===== src/rtl/calc_pkg.sv =====
// Shared constants for the calculator keypad-entry sequencer: ALU operator codes,
// FSM state codes, display-select codes and button indices.
package calc_pkg;

  localparam logic [2:0] OP_ADD = 3'd0;
  localparam logic [2:0] OP_SUB = 3'd1;
  localparam logic [2:0] OP_MUL = 3'd2;
  localparam logic [2:0] OP_DIV = 3'd3;
  localparam logic [2:0] OP_MOD = 3'd4;

  localparam logic [2:0] ST_ENTER_A = 3'd0;
  localparam logic [2:0] ST_OP_SET  = 3'd1;
  localparam logic [2:0] ST_ENTER_B = 3'd2;
  localparam logic [2:0] ST_ISSUE   = 3'd3;
  localparam logic [2:0] ST_DONE    = 3'd4;
  localparam logic [2:0] ST_ERROR   = 3'd5;

  localparam logic [1:0] SEL_A   = 2'd0;
  localparam logic [1:0] SEL_B   = 2'd1;
  localparam logic [1:0] SEL_RES = 2'd2;

  localparam int BTN_NEG = 0;
  localparam int BTN_ADD = 1;
  localparam int BTN_SUB = 2;
  localparam int BTN_MUL = 3;
  localparam int BTN_DIV = 4;
  localparam int BTN_MOD = 5;
  localparam int BTN_CLR = 6;
  localparam int BTN_EQU = 7;

  // Operator buttons ADD..MOD sit one index above their ALU codes.
  function automatic logic [2:0] btn_to_op(input logic [2:0] code);
    return code - 3'd1;
  endfunction

endpackage


===== src/rtl/calc_entry_ctrl_if.sv =====
// Request/acknowledge channel between the entry sequencer (master) and the ALU (slave).
interface calc_entry_ctrl_if #(parameter int W = 32);
  logic         alu_req;
  logic [2:0]   alu_op;
  logic [W-1:0] alu_a;
  logic [W-1:0] alu_b;
  logic         alu_ack;
  logic [W-1:0] alu_result;
  logic         alu_err;

  modport master (output alu_req, alu_op, alu_a, alu_b,
                  input  alu_ack, alu_result, alu_err);
  modport slave  (input  alu_req, alu_op, alu_a, alu_b,
                  output alu_ack, alu_result, alu_err);
endinterface


===== src/rtl/calc_btn_edge.sv =====
// Rising-edge detection on the level buttons, reduced to at most one key event per cycle.
module calc_btn_edge
  import calc_pkg::*;
(
  input  logic       clk,
  input  logic       rst,
  input  logic [9:0] btn_digit,
  input  logic [7:0] btn_op,
  output logic       key_vld,
  output logic       key_is_digit,
  output logic [3:0] key_code
);

  logic [9:0] dig_prev_q, dig_prev_d;
  logic [7:0] op_prev_q, op_prev_d;
  logic [9:0] dig_rise;
  logic [7:0] op_rise;

  assign dig_prev_d = btn_digit;
  assign op_prev_d  = btn_op;
  assign dig_rise   = btn_digit & ~dig_prev_q;
  assign op_rise    = btn_op & ~op_prev_q;

  always_ff @(posedge clk or posedge rst) begin
    if (rst) begin
      dig_prev_q <= '0;
      op_prev_q  <= '0;
    end else begin
      dig_prev_q <= dig_prev_d;
      op_prev_q  <= op_prev_d;
    end
  end

  // Later assignments win, so each pass overrides the lower-priority ones.
  always_comb begin
    key_vld      = 1'b0;
    key_is_digit = 1'b0;
    key_code     = 4'd0;
    for (int i = 9; i >= 0; i--) begin
      if (dig_rise[i]) begin
        key_vld      = 1'b1;
        key_is_digit = 1'b1;
        key_code     = 4'(i);
      end
    end
    for (int i = BTN_MOD; i >= BTN_NEG; i--) begin
      if (op_rise[i]) begin
        key_vld      = 1'b1;
        key_is_digit = 1'b0;
        key_code     = 4'(i);
      end
    end
    if (op_rise[BTN_EQU]) begin
      key_vld      = 1'b1;
      key_is_digit = 1'b0;
      key_code     = 4'(BTN_EQU);
    end
    if (op_rise[BTN_CLR]) begin
      key_vld      = 1'b1;
      key_is_digit = 1'b0;
      key_code     = 4'(BTN_CLR);
    end
  end

endmodule


===== src/rtl/calc_entry_ctrl.sv =====
// Keypad-entry sequencer: builds two signed decimal operands and an operator,
// issues them to the ALU over req/ack and holds the result for display.
module calc_entry_ctrl
  import calc_pkg::*;
#(
  parameter int DIGITS = 4,
  parameter int W      = 32
) (
  input  logic                  clk,
  input  logic                  rst,
  input  logic [9:0]            btn_digit,
  input  logic [7:0]            btn_op,
  calc_entry_ctrl_if.master     alu,
  output logic [W-1:0]          disp_val,
  output logic [1:0]            disp_sel,
  output logic [2:0]            state_o,
  output logic                  err
);

  localparam int CW = $clog2(DIGITS + 1);

  logic          key_vld, key_is_digit;
  logic [3:0]    key_code;
  logic          is_dig, is_neg, is_op, is_clr, is_equ, do_clear;
  logic [W-1:0]  dig_ext, a_val, b_val;

  logic [2:0]    state_q, state_d;
  logic [W-1:0]  a_mag_q, a_mag_d, b_mag_q, b_mag_d, res_q, res_d;
  logic          a_neg_q, a_neg_d, b_neg_q, b_neg_d;
  logic [CW-1:0] a_cnt_q, a_cnt_d, b_cnt_q, b_cnt_d;
  logic [2:0]    op_q, op_d;
  logic          err_q, err_d, clr_pend_q, clr_pend_d;

  calc_btn_edge u_btn_edge (
    .clk          (clk),
    .rst          (rst),
    .btn_digit    (btn_digit),
    .btn_op       (btn_op),
    .key_vld      (key_vld),
    .key_is_digit (key_is_digit),
    .key_code     (key_code)
  );

  assign is_dig  = key_vld && key_is_digit;
  assign is_neg  = key_vld && !key_is_digit && (key_code == 4'(BTN_NEG));
  assign is_op   = key_vld && !key_is_digit && (key_code >= 4'(BTN_ADD)) && (key_code <= 4'(BTN_MOD));
  assign is_clr  = key_vld && !key_is_digit && (key_code == 4'(BTN_CLR));
  assign is_equ  = key_vld && !key_is_digit && (key_code == 4'(BTN_EQU));
  assign dig_ext = W'(key_code);
  assign a_val   = a_neg_q ? -a_mag_q : a_mag_q;
  assign b_val   = b_neg_q ? -b_mag_q : b_mag_q;

  always_comb begin
    state_d    = state_q;
    a_mag_d    = a_mag_q;
    a_neg_d    = a_neg_q;
    a_cnt_d    = a_cnt_q;
    b_mag_d    = b_mag_q;
    b_neg_d    = b_neg_q;
    b_cnt_d    = b_cnt_q;
    op_d       = op_q;
    res_d      = res_q;
    err_d      = err_q;
    clr_pend_d = clr_pend_q;
    do_clear   = 1'b0;
    case (state_q)
      ST_ENTER_A: begin
        if (is_dig) begin
          if (a_cnt_q < CW'(DIGITS)) begin
            a_mag_d = a_mag_q * W'(10) + dig_ext;
            a_cnt_d = a_cnt_q + 1'b1;
          end
        end else if (is_neg) begin
          a_neg_d = ~a_neg_q;
        end else if (is_op) begin
          op_d    = btn_to_op(key_code[2:0]);
          state_d = ST_OP_SET;
        end
      end
      ST_OP_SET: begin
        if (is_dig || is_neg) begin
          b_mag_d = is_dig ? dig_ext : '0;
          b_neg_d = is_neg;
          b_cnt_d = is_dig ? CW'(1) : '0;
          state_d = ST_ENTER_B;
        end else if (is_op) begin
          op_d = btn_to_op(key_code[2:0]);
        end
      end
      ST_ENTER_B: begin
        if (is_dig) begin
          if (b_cnt_q < CW'(DIGITS)) begin
            b_mag_d = b_mag_q * W'(10) + dig_ext;
            b_cnt_d = b_cnt_q + 1'b1;
          end
        end else if (is_neg) begin
          b_neg_d = ~b_neg_q;
        end else if (is_equ) begin
          state_d = ST_ISSUE;
        end
      end
      ST_ISSUE: begin
        // A CLR seen while waiting is held until the ALU answers; that answer is dropped.
        if (alu.alu_ack) begin
          if (clr_pend_q || is_clr) begin
            do_clear = 1'b1;
          end else if (alu.alu_err) begin
            err_d   = 1'b1;
            state_d = ST_ERROR;
          end else begin
            res_d   = alu.alu_result;
            state_d = ST_DONE;
          end
        end else if (is_clr) begin
          clr_pend_d = 1'b1;
        end
      end
      ST_DONE: begin
        if (is_op) begin
          a_mag_d = res_q[W-1] ? -res_q : res_q;
          a_neg_d = res_q[W-1];
          a_cnt_d = CW'(DIGITS);
          op_d    = btn_to_op(key_code[2:0]);
          state_d = ST_OP_SET;
        end else if (is_dig || is_neg) begin
          a_mag_d = is_dig ? dig_ext : '0;
          a_neg_d = is_neg;
          a_cnt_d = is_dig ? CW'(1) : '0;
          state_d = ST_ENTER_A;
        end
      end
      ST_ERROR: ;
      default: state_d = ST_ENTER_A;
    endcase
    if (do_clear || (is_clr && state_q != ST_ISSUE)) begin
      state_d    = ST_ENTER_A;
      a_mag_d    = '0;
      a_neg_d    = 1'b0;
      a_cnt_d    = '0;
      b_mag_d    = '0;
      b_neg_d    = 1'b0;
      b_cnt_d    = '0;
      op_d       = OP_ADD;
      res_d      = '0;
      err_d      = 1'b0;
      clr_pend_d = 1'b0;
    end
  end

  always_ff @(posedge clk or posedge rst) begin
    if (rst) begin
      state_q    <= ST_ENTER_A;
      a_mag_q    <= '0;
      a_neg_q    <= 1'b0;
      a_cnt_q    <= '0;
      b_mag_q    <= '0;
      b_neg_q    <= 1'b0;
      b_cnt_q    <= '0;
      op_q       <= OP_ADD;
      res_q      <= '0;
      err_q      <= 1'b0;
      clr_pend_q <= 1'b0;
    end else begin
      state_q    <= state_d;
      a_mag_q    <= a_mag_d;
      a_neg_q    <= a_neg_d;
      a_cnt_q    <= a_cnt_d;
      b_mag_q    <= b_mag_d;
      b_neg_q    <= b_neg_d;
      b_cnt_q    <= b_cnt_d;
      op_q       <= op_d;
      res_q      <= res_d;
      err_q      <= err_d;
      clr_pend_q <= clr_pend_d;
    end
  end

  // Request is a pure state decode so an asynchronous reset drops it at once.
  assign alu.alu_req = (state_q == ST_ISSUE);
  assign alu.alu_op  = op_q;
  assign alu.alu_a   = a_val;
  assign alu.alu_b   = b_val;
  assign state_o     = state_q;
  assign err         = err_q;

  always_comb begin
    disp_sel = SEL_A;
    disp_val = a_val;
    case (state_q)
      ST_ENTER_B, ST_ISSUE: begin
        disp_sel = SEL_B;
        disp_val = b_val;
      end
      ST_DONE: begin
        disp_sel = SEL_RES;
        disp_val = res_q;
      end
      ST_ERROR: begin
        disp_sel = SEL_RES;
        disp_val = '0;
      end
      default: ;
    endcase
  end

endmodule


===== src/flat_wrapper.sv =====
// flat-port wrapper written by rule: the top's interface ports become plain ports
module calc_entry_ctrl_flat import calc_pkg::*;
#(
  parameter int DIGITS = 4,
  parameter int W      = 32
)
  (clk, rst, btn_digit, btn_op, disp_val, disp_sel, state_o, err, alu_alu_req, alu_alu_op, alu_alu_a, alu_alu_b, alu_alu_ack, alu_alu_result, alu_alu_err);
  calc_entry_ctrl_if #(.W(W)) alu_i ();
  input  logic clk;
  input  logic rst;
  input  logic [9:0] btn_digit;
  input  logic [7:0] btn_op;
  output logic [W-1:0] disp_val;
  output logic [1:0] disp_sel;
  output logic [2:0] state_o;
  output logic err;
  output wire logic [$bits(alu_i.alu_req)-1:0] alu_alu_req;
  output wire logic [$bits(alu_i.alu_op)-1:0] alu_alu_op;
  output wire logic [$bits(alu_i.alu_a)-1:0] alu_alu_a;
  output wire logic [$bits(alu_i.alu_b)-1:0] alu_alu_b;
  input wire logic [$bits(alu_i.alu_ack)-1:0] alu_alu_ack;
  input wire logic [$bits(alu_i.alu_result)-1:0] alu_alu_result;
  input wire logic [$bits(alu_i.alu_err)-1:0] alu_alu_err;
  assign alu_alu_req = alu_i.alu_req;
  assign alu_alu_op = alu_i.alu_op;
  assign alu_alu_a = alu_i.alu_a;
  assign alu_alu_b = alu_i.alu_b;
  assign alu_i.alu_ack = alu_alu_ack;
  assign alu_i.alu_result = alu_alu_result;
  assign alu_i.alu_err = alu_alu_err;
  calc_entry_ctrl #(.DIGITS(DIGITS), .W(W)) u_core (.clk(clk), .rst(rst), .btn_digit(btn_digit), .btn_op(btn_op), .alu(alu_i), .disp_val(disp_val), .disp_sel(disp_sel), .state_o(state_o), .err(err));
endmodule

===== config.mk =====
export PLATFORM = sky130hd
export DESIGN_NAME = calc_entry_ctrl_flat
export DESIGN_NICKNAME = d
export VERILOG_FILES = /design/src/rtl/calc_pkg.sv /design/src/rtl/calc_entry_ctrl_if.sv /design/src/rtl/calc_btn_edge.sv /design/src/rtl/calc_entry_ctrl.sv /design/src/flat_wrapper.sv
export SDC_FILE = /design/constraint.sdc
export NUM_CORES = 1
export LEC_CHECK = 0
export CAP_MARGIN = 40
export CORE_ASPECT_RATIO = 1.5
export CORE_MARGIN = 1
export CORE_UTILIZATION = 62
export DETAILED_ROUTE_END_ITERATION = 8
export PLACE_DENSITY = 0.9
export SYNTH_ARGS = -nofsm -noshare
export SYNTH_HDL_FRONTEND = slang
export SYNTH_SLANG_ARGS = --single-unit

===== constraint.sdc =====
create_clock -name clk -period 11.7 [get_ports clk]
set_input_delay 2.34 -clock clk [delete_from_list [all_inputs] [get_ports clk]]
set_output_delay 2.34 -clock clk [all_outputs]
set_load 0.01 [all_outputs]

==> results.json <==
{
  "first_global_vias": 13200,
  "globalplace.congestion": 0.931,
  "clock_latency_ns": 0.43,
  "fin_crit_ns": 7.25,
  "yosys_warnings": 0,
  "die_height_um": 179,
  "cts_buffers": 17,
  "max_freq_ghz": 0.138,
  "finalNonFillerCells": 1981,
  "rr_startpoint": "u_core.u_btn_edge.op_prev_q[7]$_DFF_PP0_",
  "grt_usage_pct": 39.1,
  "place_area_mm2": 0.0148,
  "path_delay_family": "simple AND/OR/NAND/NOR gates",
  "drc": 0,
  "crit_cells": 16,
  "end_kind": "flop",
  "critical_path.cell_chain": "clkdlybuf4s50_1 -> nor2b_1 -> a21oi_1 -> or4b_1 -> nor3b_1 -> ha_1 -> a21oi_1 -> nor4b_1 -> nand4_1 -> nor3_1 -> nor3b_1 -> nand3_1 -> nor3_1 -> nand4b_1 -> xnor2_1 -> o21ai_0",
  "crit_path_start": "btn_op[6]",
  "fillers": 1455,
  "maxSlewHeadroom_pct": 36.9,
  "synth_common_cells": "146 x xnor2_1, 145 x nand2_1, 136 x o21ai_0",
  "tightest_slew_ns": 0.946,
  "path_class": "in -> reg",
  "num_vias": 13400,
  "synthCells": 1583,
  "fin_tns_setup_ns": 0,
  "crit_arrival_ns": 7.52,
  "yosys.cell_types.count": 77,
  "setup-violations-final": 0,
  "port_buffers": 159,
  "clkTransAtPathRegs_ns": 0.06,
  "cts_setup_buffers": 0,
  "holdPathStages": 2,
  "core-area_mm2": 0.0204,
  "outcome": "completed",
  "drtAntennaViolNets": 0,
  "row_count": 64,
  "finalClockSkew_ns": 0.00867,
  "drt_wl_total_mm": 41.5,
  "viasPerCell": 6.77,
  "grt_remaining_overflow": 0,
  "clock_sinks": 130,
  "synth_area_mm2": 0.0129,
  "routed.top_layer": "met5",
  "clk_path_buf_depth": 2,
  "ctsResizeCount": 0,
  "path_buf_inv": 1,
  "ioPinCount": 160,
  "drt_iter0_drc": 1297,
  "dr.pass1.iters": 5,
  "antenna_found_initial": 1,
  "synthArstFlopShare_pct": 100,
  "endpoint": "u_core.b_mag_q[28]$_DFFE_PP0P_",
  "r2r_slack_ns": 6.53,
  "crit_required_ns": 11.97,
  "min_period_over_period_pct": 62.0,
  "worstRegToRegCells": 15,
  "met1_length_mm": 14.8,
  "yosysTopAreaCellShare_pct": 25.1,
  "die_w_um": 120,
  "synthTopCellsByArea": "dfrtp_1 25%, ha_1 13%, xnor2_1 9.9%",
  "cts_tree": "done",
  "fin_nets": 1894,
  "grt_max_degree": 71,
  "critPathSlowestCell": "nor3b_1",
  "hold_class": "reg -> reg",
  "rsz0062_at_grt": "false",
  "start_util_pct": 63.4,
  "synth_ff_type": "dfrtp_1",
  "ctsHtreeMaxLevel": 4,
  "synth-seq-cells": 130,
  "ys_seq_area_share_pct": 25.1,
  "antenna_cells": 0,
  "slew_viol_final": 0,
  "cap_viol_max_count": 0,
  "fin_area_mm2": 0.0154,
  "drive_above_1_share_pct": 4.31,
  "hold_buffers": 0,
  "syn_nets": 1771,
  "wl_met2_mm": 20.8,
  "synth_most_common_cell": "xnor2_1",
  "r2r-end": "u_core.b_mag_q[28]$_DFFE_PP0P_",
  "area_growth_pct": 19.3,
  "yosys.area.top_type": "dfrtp_1",
  "routedWlPerCell_um": 21.0,
  "pwr_density_cell_mw_per_mm2": 218,
  "critPathMaxFanout": 5,
  "critPathMaxStageDelay_ns": 0.77,
  "placed_cells": 1950,
  "wl_met3_mm": 3.20,
  "post-route-util_pct": 75.6,
  "hold_viol_final": 0,
  "start_kind": "input pin",
  "die_area_mm2": 0.0215,
  "dpl.hpwl_mm": 31.3,
  "synth_edf_count": 0,
  "p_leak_uw": 0.00666,
  "synth.avg_cell_area_um2": 8.18,
  "grt_pass1_wl_mm": 66.2,
  "max-vdd-ir-drop_v": 0.000110,
  "cts_root_buf": "clkbuf_16"
}
kinds of logic (layout without fill, tap and decap cells):
| family | Yosys count | in the layout | synth area share [%] |
|---|---|---|---|
| simple gates | 491 | 491 | 18.7 |
| mux | 7 | 7 | 0.551 |
| compound gates | 510 | 510 | 25.9 |
| flops | 130 | 130 | 25.1 |
| fa+ha+maj | 134 | 134 | 13.2 |
| xor+xnor | 194 | 194 | 13.1 |
| buf+inv | 117 | 251 | 3.48 |
stage by stage:
step	setup WS, ns	hold slack (ns)	power [uW]
after floorplan	5.58	0.454	1890
after global placement	4.57	0.468	2640
after detailed placement	4.27	0.480	2730
after CTS	4.63	0.509	3320
after global routing	4.15	0.531	3560
final	4.45	0.501	3360
worst min-delay path by stage:
| stage | startpoint | end |
|---|---|---|
| after CTS | u_core.b_cnt_q[1]$_DFFE_PP0P_ | u_core.b_cnt_q[1]$_DFFE_PP0P_ |
| after global routing | u_core.b_cnt_q[1]$_DFFE_PP0P_ | u_core.b_cnt_q[1]$_DFFE_PP0P_ |
| final | u_core.b_cnt_q[1]$_DFFE_PP0P_ | u_core.b_cnt_q[1]$_DFFE_PP0P_ |
| after global placement | u_core.b_cnt_q[1]$_DFFE_PP0P_ | u_core.b_cnt_q[1]$_DFFE_PP0P_ |
| after detailed placement | u_core.b_cnt_q[1]$_DFFE_PP0P_ | u_core.b_cnt_q[1]$_DFFE_PP0P_ |
| after floorplan | u_core.b_cnt_q[1]$_DFFE_PP0P_ | u_core.b_cnt_q[1]$_DFFE_PP0P_ |
state kept, by name, indices dropped and copies added (netlist names):
register                      count
u_core.a_cnt_q                    3
u_core.b_cnt_q                    3
u_core.b_mag_q                   32
u_core.alu.alu_op                 3
u_core.err                        1
u_core.u_btn_edge.op_prev_q       8
u_core.state_o                    3
u_core.a_neg_q                    1
u_core.a_mag_q                   32
u_core.b_neg_q                    1
u_core.clr_pend_q                 1
u_core.u_btn_edge.dig_prev_q     10
u_core.res_q                     32
cells in the final DEF, fill, tap and decap left out, drive strengths merged, types with 39 or more instances in the layout:
cell type      instances
nor3                  39
xor2                  48
nor2                 122
a22oi                 48
inv                   42
ha                   130
dfrtp                130
o21ai                142
nand2                145
clkdlybuf4s50        159
xnor2                146
a21oi                105
per-layer routing:
layer | GRT usage, % | vias up
met5 | 0 | -
met4 | 26.9 | 2
met3 | 7.89 | 219
met2 | 68.4 | 717
met1 | 42.3 | 6344
li1 | - | 6120
worst reg2reg max path, cell delays in order, from the launching register on:
cell	delay [ns]
dfrtp_1	0.36
inv_1	0.05
a21oi_1	0.28
or4b_1	0.57
nor3b_1	0.77
ha_1	0.32
a21oi_1	0.14
nor4b_1	0.41
nand4_1	0.26
nor3_1	0.28
nor3b_1	0.36
nand3_1	0.22
nor3_1	0.47
nand4b_1	0.21
xnor2_1	0.21
o21ai_0	0.09
final cells by class:
class	instances	area (um2)	share of cell area (%)
clock buffer	18	429	2.78
clock inverter	12	185	1.20
inverter	41	156	1.01
multi-input combinational	1336	9260	60.0
sequential	130	3250	21.1
tap	264	330	2.14
timing repair buffer	180	1820	11.8
power by group:
part           total [uW]  switching [uW]  internal (uW)
Combinational        2120            1170            948
Clock                 559             204            355
Sequential            684             157            527
Total                3360            1530           1830
No activity file was read; power rests on OpenSTA's default activity.
